### src/rtl/display_timing_gen_pkg.sv
`default_nettype none
// ============================================================================
// Module : display_timing_gen_pkg
// Brief  : Default display timing constants, totals and horizontal phase type.
// Rev    : 1.0  initial release
// ============================================================================
package display_timing_gen_pkg;

    localparam int c_cnt_w           = 11;

    localparam int c_def_h_visible   = 1024;
    localparam int c_def_h_fp        = 24;
    localparam int c_def_h_sync      = 136;
    localparam int c_def_h_bp        = 160;
    localparam int c_def_v_visible   = 768;
    localparam int c_def_v_fp        = 3;
    localparam int c_def_v_sync      = 6;
    localparam int c_def_v_bp        = 29;

    typedef enum logic [1:0] {
        PH_VISIBLE = 2'd0,
        PH_FRONT   = 2'd1,
        PH_SYNC    = 2'd2,
        PH_BACK    = 2'd3
    } h_phase_t;

    function automatic int timing_total(input int vis, input int fp, input int sync, input int bp);
        return vis + fp + sync + bp;
    endfunction

    // Phase a given column belongs to; used to cross-check the phase FSM.
    function automatic h_phase_t h_phase_of(input logic [c_cnt_w-1:0] col,
                                            input logic [c_cnt_w-1:0] vis,
                                            input logic [c_cnt_w-1:0] sync_start,
                                            input logic [c_cnt_w-1:0] sync_end);
        if (col < vis)             return PH_VISIBLE;
        else if (col < sync_start) return PH_FRONT;
        else if (col < sync_end)   return PH_SYNC;
        else                       return PH_BACK;
    endfunction

    localparam int c_def_h_total = timing_total(c_def_h_visible, c_def_h_fp, c_def_h_sync, c_def_h_bp);
    localparam int c_def_v_total = timing_total(c_def_v_visible, c_def_v_fp, c_def_v_sync, c_def_v_bp);

endpackage
`default_nettype wire

### src/rtl/display_timing_gen_sync_delay_line.sv
`default_nettype none
// ============================================================================
// Module : sync_delay_line
// Brief  : Resettable shift register of configurable depth; depth 0 passes through.
// Rev    : 1.0  initial release
// ============================================================================
module sync_delay_line
    import display_timing_gen_pkg::*;
#(
    parameter int                 DEPTH     = 1,
    parameter int                 WIDTH     = 3,
    parameter logic [WIDTH-1:0]   RESET_VAL = '0
) (
    input  logic             clk,
    input  logic             reset,
    input  logic [WIDTH-1:0] d,
    output logic [WIDTH-1:0] q
);

    if (DEPTH == 0) begin : g_pass
        logic w_unused;
        assign w_unused = clk ^ reset;
        assign q        = d;
    end else begin : g_chain
        logic [WIDTH-1:0] r_stage [DEPTH];

        always_ff @(posedge clk) begin
            if (reset) begin
                for (int i = 0; i < DEPTH; i++) r_stage[i] <= RESET_VAL;
            end else begin
                r_stage[0] <= d;
                for (int i = 1; i < DEPTH; i++) r_stage[i] <= r_stage[i-1];
            end
        end

        assign q = r_stage[DEPTH-1];
    end

endmodule
`default_nettype wire

### src/rtl/display_timing_gen.sv
`default_nettype none
// ============================================================================
// Module : display_timing_gen
// Brief  : Pixel/line counters, registered coordinates, sync and blank timing.
// Rev    : 1.0  initial release
// ============================================================================
module display_timing_gen
    import display_timing_gen_pkg::*;
#(
    parameter int H_VISIBLE  = c_def_h_visible,
    parameter int H_FP       = c_def_h_fp,
    parameter int H_SYNC     = c_def_h_sync,
    parameter int H_BP       = c_def_h_bp,
    parameter int V_VISIBLE  = c_def_v_visible,
    parameter int V_FP       = c_def_v_fp,
    parameter int V_SYNC     = c_def_v_sync,
    parameter int V_BP       = c_def_v_bp,
    parameter int SYNC_POL   = 0,
    parameter int PIPE_DELAY = 1
) (
    input  logic               clk,
    input  logic               reset,
    input  logic               pix_en,
    output logic signed [31:0] pixel_column,
    output logic signed [31:0] pixel_row,
    output logic               video_on,
    output logic               horiz_sync,
    output logic               vert_sync,
    output logic               frame_start
);

    localparam int c_h_total = timing_total(H_VISIBLE, H_FP, H_SYNC, H_BP);
    localparam int c_v_total = timing_total(V_VISIBLE, V_FP, V_SYNC, V_BP);

    if (H_FP < 1 || H_SYNC < 1 || H_BP < 1 || V_FP < 1 || V_SYNC < 1 || V_BP < 1
        || H_VISIBLE < 1 || V_VISIBLE < 1
        || c_h_total > (1 << c_cnt_w) || c_v_total > (1 << c_cnt_w)
        || PIPE_DELAY < 0 || PIPE_DELAY > 4) begin : g_bad_params
        $error("display_timing_gen: illegal timing parameters");
    end

    localparam logic [c_cnt_w-1:0] c_h_last   = c_cnt_w'(c_h_total - 1);
    localparam logic [c_cnt_w-1:0] c_v_last   = c_cnt_w'(c_v_total - 1);
    localparam logic [c_cnt_w-1:0] c_h_vis    = c_cnt_w'(H_VISIBLE);
    localparam logic [c_cnt_w-1:0] c_hs_start = c_cnt_w'(H_VISIBLE + H_FP);
    localparam logic [c_cnt_w-1:0] c_hs_end   = c_cnt_w'(H_VISIBLE + H_FP + H_SYNC);
    localparam logic [c_cnt_w-1:0] c_v_vis    = c_cnt_w'(V_VISIBLE);
    localparam logic [c_cnt_w-1:0] c_vs_start = c_cnt_w'(V_VISIBLE + V_FP);
    localparam logic [c_cnt_w-1:0] c_vs_end   = c_cnt_w'(V_VISIBLE + V_FP + V_SYNC);
    localparam logic               c_pol      = (SYNC_POL != 0);
    localparam logic [2:0]         c_idle     = {1'b0, ~c_pol, ~c_pol};

    logic [c_cnt_w-1:0] r_h_cnt, r_v_cnt, r_col, r_row;
    logic               r_primed, r_upd, r_frame_start;
    logic [2:0]         r_raw;
    h_phase_t           r_phase;
    logic               w_vid, w_hs, w_vs;
    logic [2:0]         w_delayed;

    assign w_vid = (r_col < c_h_vis) && (r_row < c_v_vis);
    assign w_hs  = ((r_col >= c_hs_start) && (r_col < c_hs_end)) ? c_pol : ~c_pol;
    assign w_vs  = ((r_row >= c_vs_start) && (r_row < c_vs_end)) ? c_pol : ~c_pol;

    // The first enabled cycle after reset only arms the counters, so (0,0)
    // is emitted as a fresh position together with frame_start.
    always_ff @(posedge clk) begin
        if (reset) begin
            r_h_cnt       <= '0;
            r_v_cnt       <= '0;
            r_col         <= '0;
            r_row         <= '0;
            r_primed      <= 1'b0;
            r_upd         <= 1'b0;
            r_frame_start <= 1'b0;
            r_raw         <= c_idle;
        end else begin
            r_upd <= pix_en;
            if (pix_en) begin
                if (!r_primed) begin
                    r_primed <= 1'b1;
                end else if (r_h_cnt == c_h_last) begin
                    r_h_cnt <= '0;
                    r_v_cnt <= (r_v_cnt == c_v_last) ? '0 : r_v_cnt + c_cnt_w'(1);
                end else begin
                    r_h_cnt <= r_h_cnt + c_cnt_w'(1);
                end
            end
            r_col         <= r_h_cnt;
            r_row         <= r_v_cnt;
            r_frame_start <= r_upd && (r_h_cnt == '0) && (r_v_cnt == '0);
            r_raw         <= {w_vid, w_hs, w_vs};
        end
    end

    // Horizontal phase follows the value being loaded into r_col.
    always_ff @(posedge clk) begin
        if (reset) begin
            r_phase <= PH_VISIBLE;
        end else begin
            case (r_phase)
                PH_VISIBLE: if (r_h_cnt == c_h_vis)    r_phase <= PH_FRONT;
                PH_FRONT:   if (r_h_cnt == c_hs_start) r_phase <= PH_SYNC;
                PH_SYNC:    if (r_h_cnt == c_hs_end)   r_phase <= PH_BACK;
                PH_BACK:    if (r_h_cnt == '0)         r_phase <= PH_VISIBLE;
                default:                               r_phase <= PH_VISIBLE;
            endcase
        end
    end

    a_phase_matches_decode: assert property (@(posedge clk) disable iff (reset)
        r_phase == h_phase_of(r_col, c_h_vis, c_hs_start, c_hs_end));

    sync_delay_line #(
        .DEPTH     (PIPE_DELAY),
        .WIDTH     (3),
        .RESET_VAL (c_idle)
    ) u_sync_delay (
        .clk   (clk),
        .reset (reset),
        .d     (r_raw),
        .q     (w_delayed)
    );

    assign {video_on, horiz_sync, vert_sync} = w_delayed;
    assign pixel_column = {{(32-c_cnt_w){1'b0}}, r_col};
    assign pixel_row    = {{(32-c_cnt_w){1'b0}}, r_row};
    assign frame_start  = r_frame_start;

endmodule
`default_nettype wire

### config.mk
export PLATFORM = sky130hd
export DESIGN_NAME = display_timing_gen
export DESIGN_NICKNAME = d
export VERILOG_FILES = /design/src/rtl/display_timing_gen_pkg.sv /design/src/rtl/display_timing_gen_sync_delay_line.sv /design/src/rtl/display_timing_gen.sv
export SDC_FILE = /design/constraint.sdc
export NUM_CORES = 1
export LEC_CHECK = 0
export ABC_AREA = 1
export CORE_MARGIN = 2
export CORE_UTILIZATION = 52
export DETAILED_ROUTE_END_ITERATION = 10
export GPL_TIMING_DRIVEN = 0
export PLACE_DENSITY = 0.95
export RECOVER_POWER = 100
export SETUP_SLACK_MARGIN = 0.05
export SLEW_MARGIN = 20
export SYNTH_ARGS = -nofsm -noshare
export SYNTH_HDL_FRONTEND = slang
export SYNTH_SLANG_ARGS = --single-unit
### constraint.sdc
create_clock -name clk -period 4 [get_ports clk]
set_clock_uncertainty 0.1 [all_clocks]
set_input_delay 0.8 -clock clk [delete_from_list [all_inputs] [get_ports clk]]
set_output_delay 0.8 -clock clk [all_outputs]
set_load 0.01 [all_outputs]
After elaboration in Yosys (flattened, before gate mapping)
Memories as Yosys holds them, arrays and structs flattened.
Cells that the tools add are included.
- register bits: 50
- memories kept: 1
- output and inout port bits: 68
- logic and storage cells: 38
- memory bits (read-only): 0
- input port bits: 3
- bits in writable memories: 3
- bits in latches: 0
- memories (memory ; words ; width ; rd ports ; clocked after Yosys merged registers in ; write ports ; RTL line ; source):
    u_sync_delay.g_chain.r_stage ; 1 ; 3 ; 1 ; 0 ; 1 ; display_timing_gen_sync_delay_line.sv:25 ; logic [WIDTH-1:0] r_stage [DEPTH];
- equality and inequality tests: 2
- reductions and logical operators: 10
- multiplexer cells: 9
- order comparisons: 6
- bitwise operators: 0
- $mul: 0
- add/sub/neg operators: 2
- divide/modulo/power cells: 0
- shift operators: 0
- operators by type and width (kind ; number):
    $add A11 B1 Y11 const B ; 2
    $logic_not A11 Y1 ; 2
    $lt A11 B10 Y1 const B ; 2
    $lt A11 B11 Y1 const B ; 2
    $mux W11 ; 2
    $eq A11 B10 Y1 const B ; 1
    $eq A11 B11 Y1 const B ; 1
    $ge A11 B10 Y1 const B ; 1
    $ge A11 B11 Y1 const B ; 1
    $mux W1 ; 6
    $logic_and A1 B1 Y1 ; 5
    $mux W3 ; 1
    $reduce_and A3 Y1 ; 1
    $reduce_or A3 Y1 ; 1
    $reduce_and A2 Y1 ; 1

Depth between registers and ports, before layout
Gate-level depths: netlist of run 1.
- word-level depth: 3
- gate-level depth with buffers: 10
- mapped depth without buffers: 10

Hierarchy
A second synthesis of run 1 with hierarchy kept.
- cell total of the unflattened synthesis: 362
- area, all modules: 2632.5 sq um
- by module, submodules not included (module ; area each (sq um) ; sequential area each (sq um) ; times used ; cells an instance):
    display_timing_gen ; 2546.2 ; 1001.0 ; 1 ; 352
    sync_delay_line ; 86.3 ; 60.1 ; 1 ; 10

Worst setup path after synthesis of run 1
OpenSTA, ideal clock, no wires.
- path kind: input port to flip-flop
- start point: in reset
- end point: reg r_v_cnt[8]
- slack: 2.346 ns
- setup time: 0.067 ns
- cell stages on the path: 6
- arrival time: 1.487 ns
- data required time: 3.833 ns
- buffers on the path: 1
- cells stage by stage: buf_2 -> nor2_1 -> nand3_1 -> nor2_4 -> nand2_1 -> o21ai_2
- RTL lines (what ; RTL line ; source):
    from (decl) ; display_timing_gen.sv:22 ; input logic reset,
    to (signal assigned) ; display_timing_gen.sv:83 ; r_v_cnt <= (r_v_cnt == c_v_last) ? '0 : r_v_cnt + c_cnt_w'(1);
    to (decl) ; display_timing_gen.sv:53 ; logic [c_cnt_w-1:0] r_h_cnt, r_v_cnt, r_col, r_row;

Worst setup path in the final report of run 1
- start point: in pix_en
- end point: reg r_v_cnt[9]
- longest elaborated chain between the ends: 1
- RTL lines (what ; RTL line ; source):
    from (decl) ; display_timing_gen.sv:23 ; input logic pix_en,
    $reduce_and A3 Y1 (no line) ; - ;
No other way between the ends.
A chain may end at the register's enable or synchronous reset.

==> summary.md, run 1 <==
In this run the worst path has a maximum fanout of 8. The logs give 3100 um^2 for the placed cell area and 4490 um for the sum of net half-perimeters after detailed placement. In this run the worst hold path is classified as reg -> reg. The area of all placed cells without fillers was 3150 um^2. The filler cells instantiated in the layout total 391. The post-detailed-route wirelength per cell came out at 11.5 um. Across the whole layout, storage elements account for 1060 um^2.

Total number of nets in the final design: 436. Port buffering added 27 buffers. The number of different library cells used by synthesis comes to 29.

The maximum number of buffers from clock root to sink was 2; the sum of routed wire length over all layers was 5700 um. The routability congestion estimate was 0.857. Of all cell types, the one taking the most synthesized area is dfxtp_1.

Deepest level of the CTS H-tree: 2. Data on the critical path is required at its endpoint by 4.10 ns. The tree is rooted in a clkbuf_8.

The worst setup path is of the in -> reg kind. Prior to clock tree synthesis, the placed netlist has a worst setup slack of 1.51 ns. CTS saw 53 sinks.

The number of hold violations in the final report was 0; the critical path arrival was 3.03 ns. The fraction of the cycle the final worst path needs was 73.1%; the effective utilization at floorplan was 54.5%. Before antenna repair, the detailed router went through 6 iterations.

The biggest cell delay along the critical path is 0.90 ns, and the worst slew margin relative to its limit is 22.4%. The worst hold path begins at r_raw[2]. In the synthesized netlist the dominant register cell turns out to be dfxtp_1. The post-cts hold buffer count is 0, and the transition time at the pin with the least slew margin is 1.16 ns. Gates resized during post-CTS repair numbered 0. The startpoint kind of the worst setup timing path was a primary input. For this run, the register share of the synthesized area comes to 40.9%.

Entering global routing, the biggest net connects 19 pins. 71 I/O pins were placed. The tools report the maximum VDD drop as 143 uV. The number of global-route vias before repair came out at 1973. Clock period minus worst slack: 2.93 ns.

The count of final max-slew check failures was 0. The tools report the critical path capture point type as a register. TritonCTS built the clock tree. The detail route stage leaves a number of antenna-violating nets equal to 0. The floorplan has 25 rows.

The relative area change from synthesis to final layout came out at 21.6%. The run finished with clean final reports. The die span in y came out at 74.6 um.

Latest clock arrival within the worst-skew pair: 0.31 ns. Tracing the worst setup path back leads to its startpoint at pix_en. Across all layers, the routed design uses 2321 vias. The number of cells produced by synthesis was 353; the post-synthesis register bit count was 53.

Clock tree synthesis inserted a total of 5 buffers. The detailed router finished its first iteration with 226 violations. The number of flops mapped to enable cells by yosys came out at 0.

For the number of failing setup endpoints in the final timing report, the log shows 0. Yosys attributes the largest share of cell area to dfxtp_1 (41%), buf_4 (12%), nand2_1 (11%). Setup repair after global routing left no endpoint under its margin.

The library cell used most frequently in the layout, excluding fill and tap cells, is nand2_1. The multi-input gate area in the final layout is 1150 um^2, and the total congestion overflow after global routing is 0. Of the post-synthesis cell area, the dominant cell type holds 40.9%.

The standard cell with the maximum stage delay on the critical path was nor3_1. The clock-pin transition on the worst setup and hold timing paths is 0.10 ns. In the routed layout, each cell is associated on average with a via count of 4.68. The total leakage power came out at 1.62 nW. Once routing completed, OpenROAD measured the worst setup slack at 1.07 ns. The global-route wire length before repair is 8780 um, and the die outline area is 5570 um^2.

The horizontal extent of the die came out at 74.6 um. Dividing total power by cell area gives a power density of 293 nW/um^2. For the top achievable clock speed, the log shows 342 MHz.

The aggregate global-route resource usage came out at 20.8%. The Yosys step of the flow raised 0 warnings. The per-instance average area after synthesis works out to 7.34 um^2. After synthesis the cells add up to 2590 um^2. The share of synthesized registers carrying an async set or reset came out at 0%. In the final layout, the share of cells above drive strength 1 is 15.4%.

In the routed design, unresolved DRC markers number 0. For the number of antenna violations at the first check in global routing, the log shows 0. The total inserted antenna cells is 0.

After clock tree synthesis, the setup repair step added 0 buffers. The signal on the critical path passes through dlygate4sd3_1 -> nand3_1 -> nor3_1 -> nand2_2 -> nand2_1 -> o21ai_0. The library cells used most frequently in the layout, excluding fill and tap cells, are nand2_1 (75), nor2_1 (59), dfxtp_1 (53).

The floorplan step defined a core boundary enclosing 4750 um^2. The logs give 0 for the total of max-cap violations and 0 ns for the setup TNS. The start of the worst register-to-register path is r_h_cnt[1].
[kinds of logic (layout without fill, tap and decap cells)]
kind of cell               after synthesis  count (layout)  synth area share, %
and+or+nand+nor                        191             191                 33.6
buffers and inverters                   90             125                 19.2
DFF                                     53              53                 40.9
AOI/OAI and AO/OA                        9               9                 2.36
adders and majority gates                5               5                 2.41
xor gates and xnor gates                 4               4                 1.35
other                                    1              42                0.145
[Yosys cell counts, types with 4 or more instances]
cell and instances:
nand4_1 8, nor2_2 8, xor2_1 4, nand2_1 74
nor3_1 5, dfxtp_1 53, inv_1 43, nand3_1 24
ha_1 5, buf_4 42, nor2_1 57
[area by class of cell]
type | count | share of cell area (%)
plain buffers | 46 | 10.5
clock buffers | 5 | 2.18
clock inverters | 3 | 0.794
inverters | 44 | 5.24
multi-input cells | 251 | 36.4
flip-flops and latches | 53 | 33.7
well taps | 67 | 2.66
repair buffers | 27 | 8.57
[registers in the layout, summed over array words and instances, names as in the netlist]
name and flops:
r_col 11, r_h_cnt 11, r_row 11, r_v_cnt 11, r_raw 3, u_sync_delay.g_chain.r_stage 3, frame_start 1, r_primed 1
r_upd 1
[metrics by stage]
| stage | std cells | hold slack (ns) | utilization (%) | power (mW) |
|---|---|---|---|---|
| finish | 496 | 0.336 | 66.3 | 0.922 |
| global route | 496 | 0.332 | 66.3 | 0.959 |
| CTS | 496 | 0.333 | 67.2 | 0.930 |
| detailed placement | 488 | 0.300 | 65.2 | 0.622 |
| global placement | 488 | 0.293 | 65.2 | 0.621 |
| floorplan | 394 | 0.288 | - | 0.611 |
[worst max-delay path, delay by kind of cell]
kind | cells | cell delay [ns]
AO/OA/AOI/OAI | 1 | 0.13
buffers and inverters | 1 | 0.63
AND/OR/NAND/NOR | 4 | 1.45
[power breakdown]
| part | leakage, nW | internal (mW) | switching [mW] |
|---|---|---|---|
| Clock | 0.0447 | 0.127 | 0.185 |
| Sequential | 0.429 | 0.532 | 0.00224 |
| Combinational | 1.14 | 0.0344 | 0.0422 |
| Total | 1.62 | 0.693 | 0.229 |
[path summary, 6_finish.rpt]
check	to	slack [ns]	cells after the start
max	r_v_cnt[9]	1.07	6
min	u_sync_delay.g_chain.r_stage[0][2]	0.34	2
max reg2reg	r_v_cnt[9]	1.63	6
min reg2reg	u_sync_delay.g_chain.r_stage[0][2]	0.34	2
[routing by layer]
metal	global-route usage [%]	vias up	wire (um)
met2	36.7	118	2810
li1	-	1157	-
met1	24.9	1029	2290
met3	4.02	17	420
met5	0	-	0
met4	8.33	0	184
No activity file was read; power rests on OpenSTA's default activity.
==> run 2: changes to the inputs <==
--- a/config.mk
+++ b/config.mk
@@ -7,10 +7,10 @@
 export LEC_CHECK = 0
 export ABC_AREA = 1
 export CORE_MARGIN = 2
-export CORE_UTILIZATION = 52
+export CORE_UTILIZATION = 48
 export DETAILED_ROUTE_END_ITERATION = 10
 export GPL_TIMING_DRIVEN = 0
-export PLACE_DENSITY = 0.95
+export PLACE_DENSITY = 0.9
 export RECOVER_POWER = 100
 export SETUP_SLACK_MARGIN = 0.05
 export SLEW_MARGIN = 20
==> constraint.sdc (replaced) <==
create_clock -name clk -period 2.7 [get_ports clk]
set_clock_uncertainty 0.1 [all_clocks]
set_input_delay 0.54 -clock clk [delete_from_list [all_inputs] [get_ports clk]]
set_output_delay 0.54 -clock clk [all_outputs]
set_load 0.01 [all_outputs]
==> summary.md, run 2 (synthesis gave the netlist of run 1 again) <==
Post-CTS setup buffer count: 0. At the later pin of the worst-skew pair, clock insertion delay measures 0.31 ns. Across all layers, the routed design uses 2239 vias.

The data required time of the worst path is 2.82 ns. The worst-case IR drop observed on VDD is 185 uV. The die span in y was 77.5 um. The relative area change from synthesis to final layout was 21.8%.

At the end of the flow, the number of nets in the layout was 436. The library cell used most frequently in the layout, excluding fill and tap cells, is nand2_1. The logs give 6000 um^2 for the die outline area and 0 for the number of antenna violations at the first check in global routing.

The run gives 455 as the number of fill cells in the layout. Entering global routing, the biggest net connects 19 pins. Across the run, the number of max-cap violations was 0. During I/O placement, the number of pins put on the boundary was 71.

The worst hold path belongs to the class reg -> reg. The longest clock path from root to sink contains 2 buffers. The critical path capture point type was a register. The critical path arrival is 2.24 ns. The most critical setup path has its startpoint at pix_en. Summing all multi-input logic gate instances after layout gives 1150 um^2.

The run gives 0 as the count of final max-slew check failures. In this run the worst path has a maximum fanout of 6. The run finished with clean final reports. The repair_antennas step left the layout with diodes totalling 0. Total leakage power: 1.63 nW. The count of buffers added on input and output ports is 27. OpenSTA, run right after detailed placement, puts the worst setup slack at 0.496 ns.

The tools report the number of hold violations in the final report as 0. Top achievable clock speed: 470 MHz. TritonCTS built the clock tree. The number of global-route vias before repair is 2102, and the total congestion overflow after global routing is 0. The horizontal extent of the die is 77.5 um. The floorplan has 26 rows. The count of nets left with antenna violations once routing finished came out at 0.

After clock tree synthesis, the clock-pin slew on the worst setup and hold paths is 0.10 ns. The clock root buffer master is clkbuf_8. In this run, CTS created clock tree buffers numbering 5. For this configuration, the core starts out at a cell density of 50.1%. For this design the ratio of total power to cell area is 432 nW/um^2.

The clock sink count was 53; the number of failing setup endpoints in the final timing report was 0. The global-route wire length before repair came out at 9380 um. The setup TNS was 0 ns.

Placed cell area: 3100 um^2. The top cell types in the final layout, fill and taps aside, are nand2_1 (76), nor2_1 (60), dfxtp_1 (53). The worst setup path is launched from a primary input. Number of vias per cell: 4.49.

The final critical-path setup slack is 0.573 ns. In the final layout, the share of cells above drive strength 1 is 15.2%. Counting I/O delays and the setup requirement, the final critical path takes 2.13 ns.

In the final routed layout, each cell accounts on average for 11.1 um. Summing all flip-flop and latch instances after layout gives 1060 um^2. Setup repair after global routing left no endpoint under its margin. The worst register-to-register path begins at r_h_cnt[1]. The first detailed-routing pass took 5 iterations.

In this run, post-CTS repair resized a total of 0 instances. The core region is 5170 um^2. For this run, design rule violations remaining after detail routing come to 0.

The finished cells cover 3160 um^2. The post-route core utilization was 61.0%. The critical path is of the in -> reg type. The number of hold buffers added after CTS was 0.

The worst hold path begins at r_raw[2]. Global routing consumed, over all layers together, 19.4% of the routing resources. The congestion estimate from routability-driven global placement came to 0.889. For the sum of net half-perimeters after detailed placement, the log shows 4260 um. After the first detailed-routing iteration, the DRC count stood at 136. The sum of routed wire length over all layers was 5550 um. The fraction of the cycle the final worst path needs is 78.8%.

CTS built an H-tree with a depth of 2.
-- run 2: cell types whose count changed in the layout (fill, tap and decap cells not counted) --
cell,change
nor3_1,-1
nor2_1,+1
nor2_4,-1
nor3_4,+1
nand2_2,-1
nand2_1,+1
-- run 2: worst paths after layout --
path	cells after the start	slack, ns	end
worst max-delay path	8	0.57	r_h_cnt[10]
worst min-delay path	2	0.32	u_sync_delay.g_chain.r_stage[0][2]
worst max register to register	8	0.82	r_h_cnt[10]
worst min register to register	2	0.32	u_sync_delay.g_chain.r_stage[0][2]
-- run 2: layout make-up --
cell class / count / area share, %
multi-input cells: 251 / 36.4
flip-flops and latches: 53 / 33.6
clock inverters: 3 / 0.793
plain buffers: 46 / 10.5
well taps: 70 / 2.77
clock buffers: 5 / 2.18
inverters: 44 / 5.23
repair buffers: 27 / 8.56
-- run 2: critical path, stage by stage --
cell and delay, ns:
dlygate4sd3_1 0.63, nand2_1 0.18, inv_1 0.10, nand2_1 0.06, nor2_1 0.38, nor2_1 0.19
nand2_1 0.13, nor2_2 0.03
-- run 2: metrics by stage --
stage	cells	power [mW]	hold slack, ns
6_report	499	1.36	0.322
3_3_place_gp	491	0.921	0.294
3_5_place_dp	491	0.923	0.306
5_1_grt	499	1.42	0.335
2_1_floorplan	394	0.906	0.288
4_1_cts	499	1.37	0.320
-- run 2: metal layers --
layer	part of all wire (%)	global-route usage, %	vias up
met4	1.2	5.54	0
li1	-	-	1154
met3	9.0	4.07	9
met2	50	36.1	115
met1	40	22.2	961
met5	0	0	-
-- run 2: power by group --
group          switching (mW)  leakage [nW]  internal (mW)  total [mW]
logic                  0.0623          1.16         0.0511       0.113
clock network           0.272        0.0447          0.188       0.460
registers             0.00344         0.429          0.788       0.791
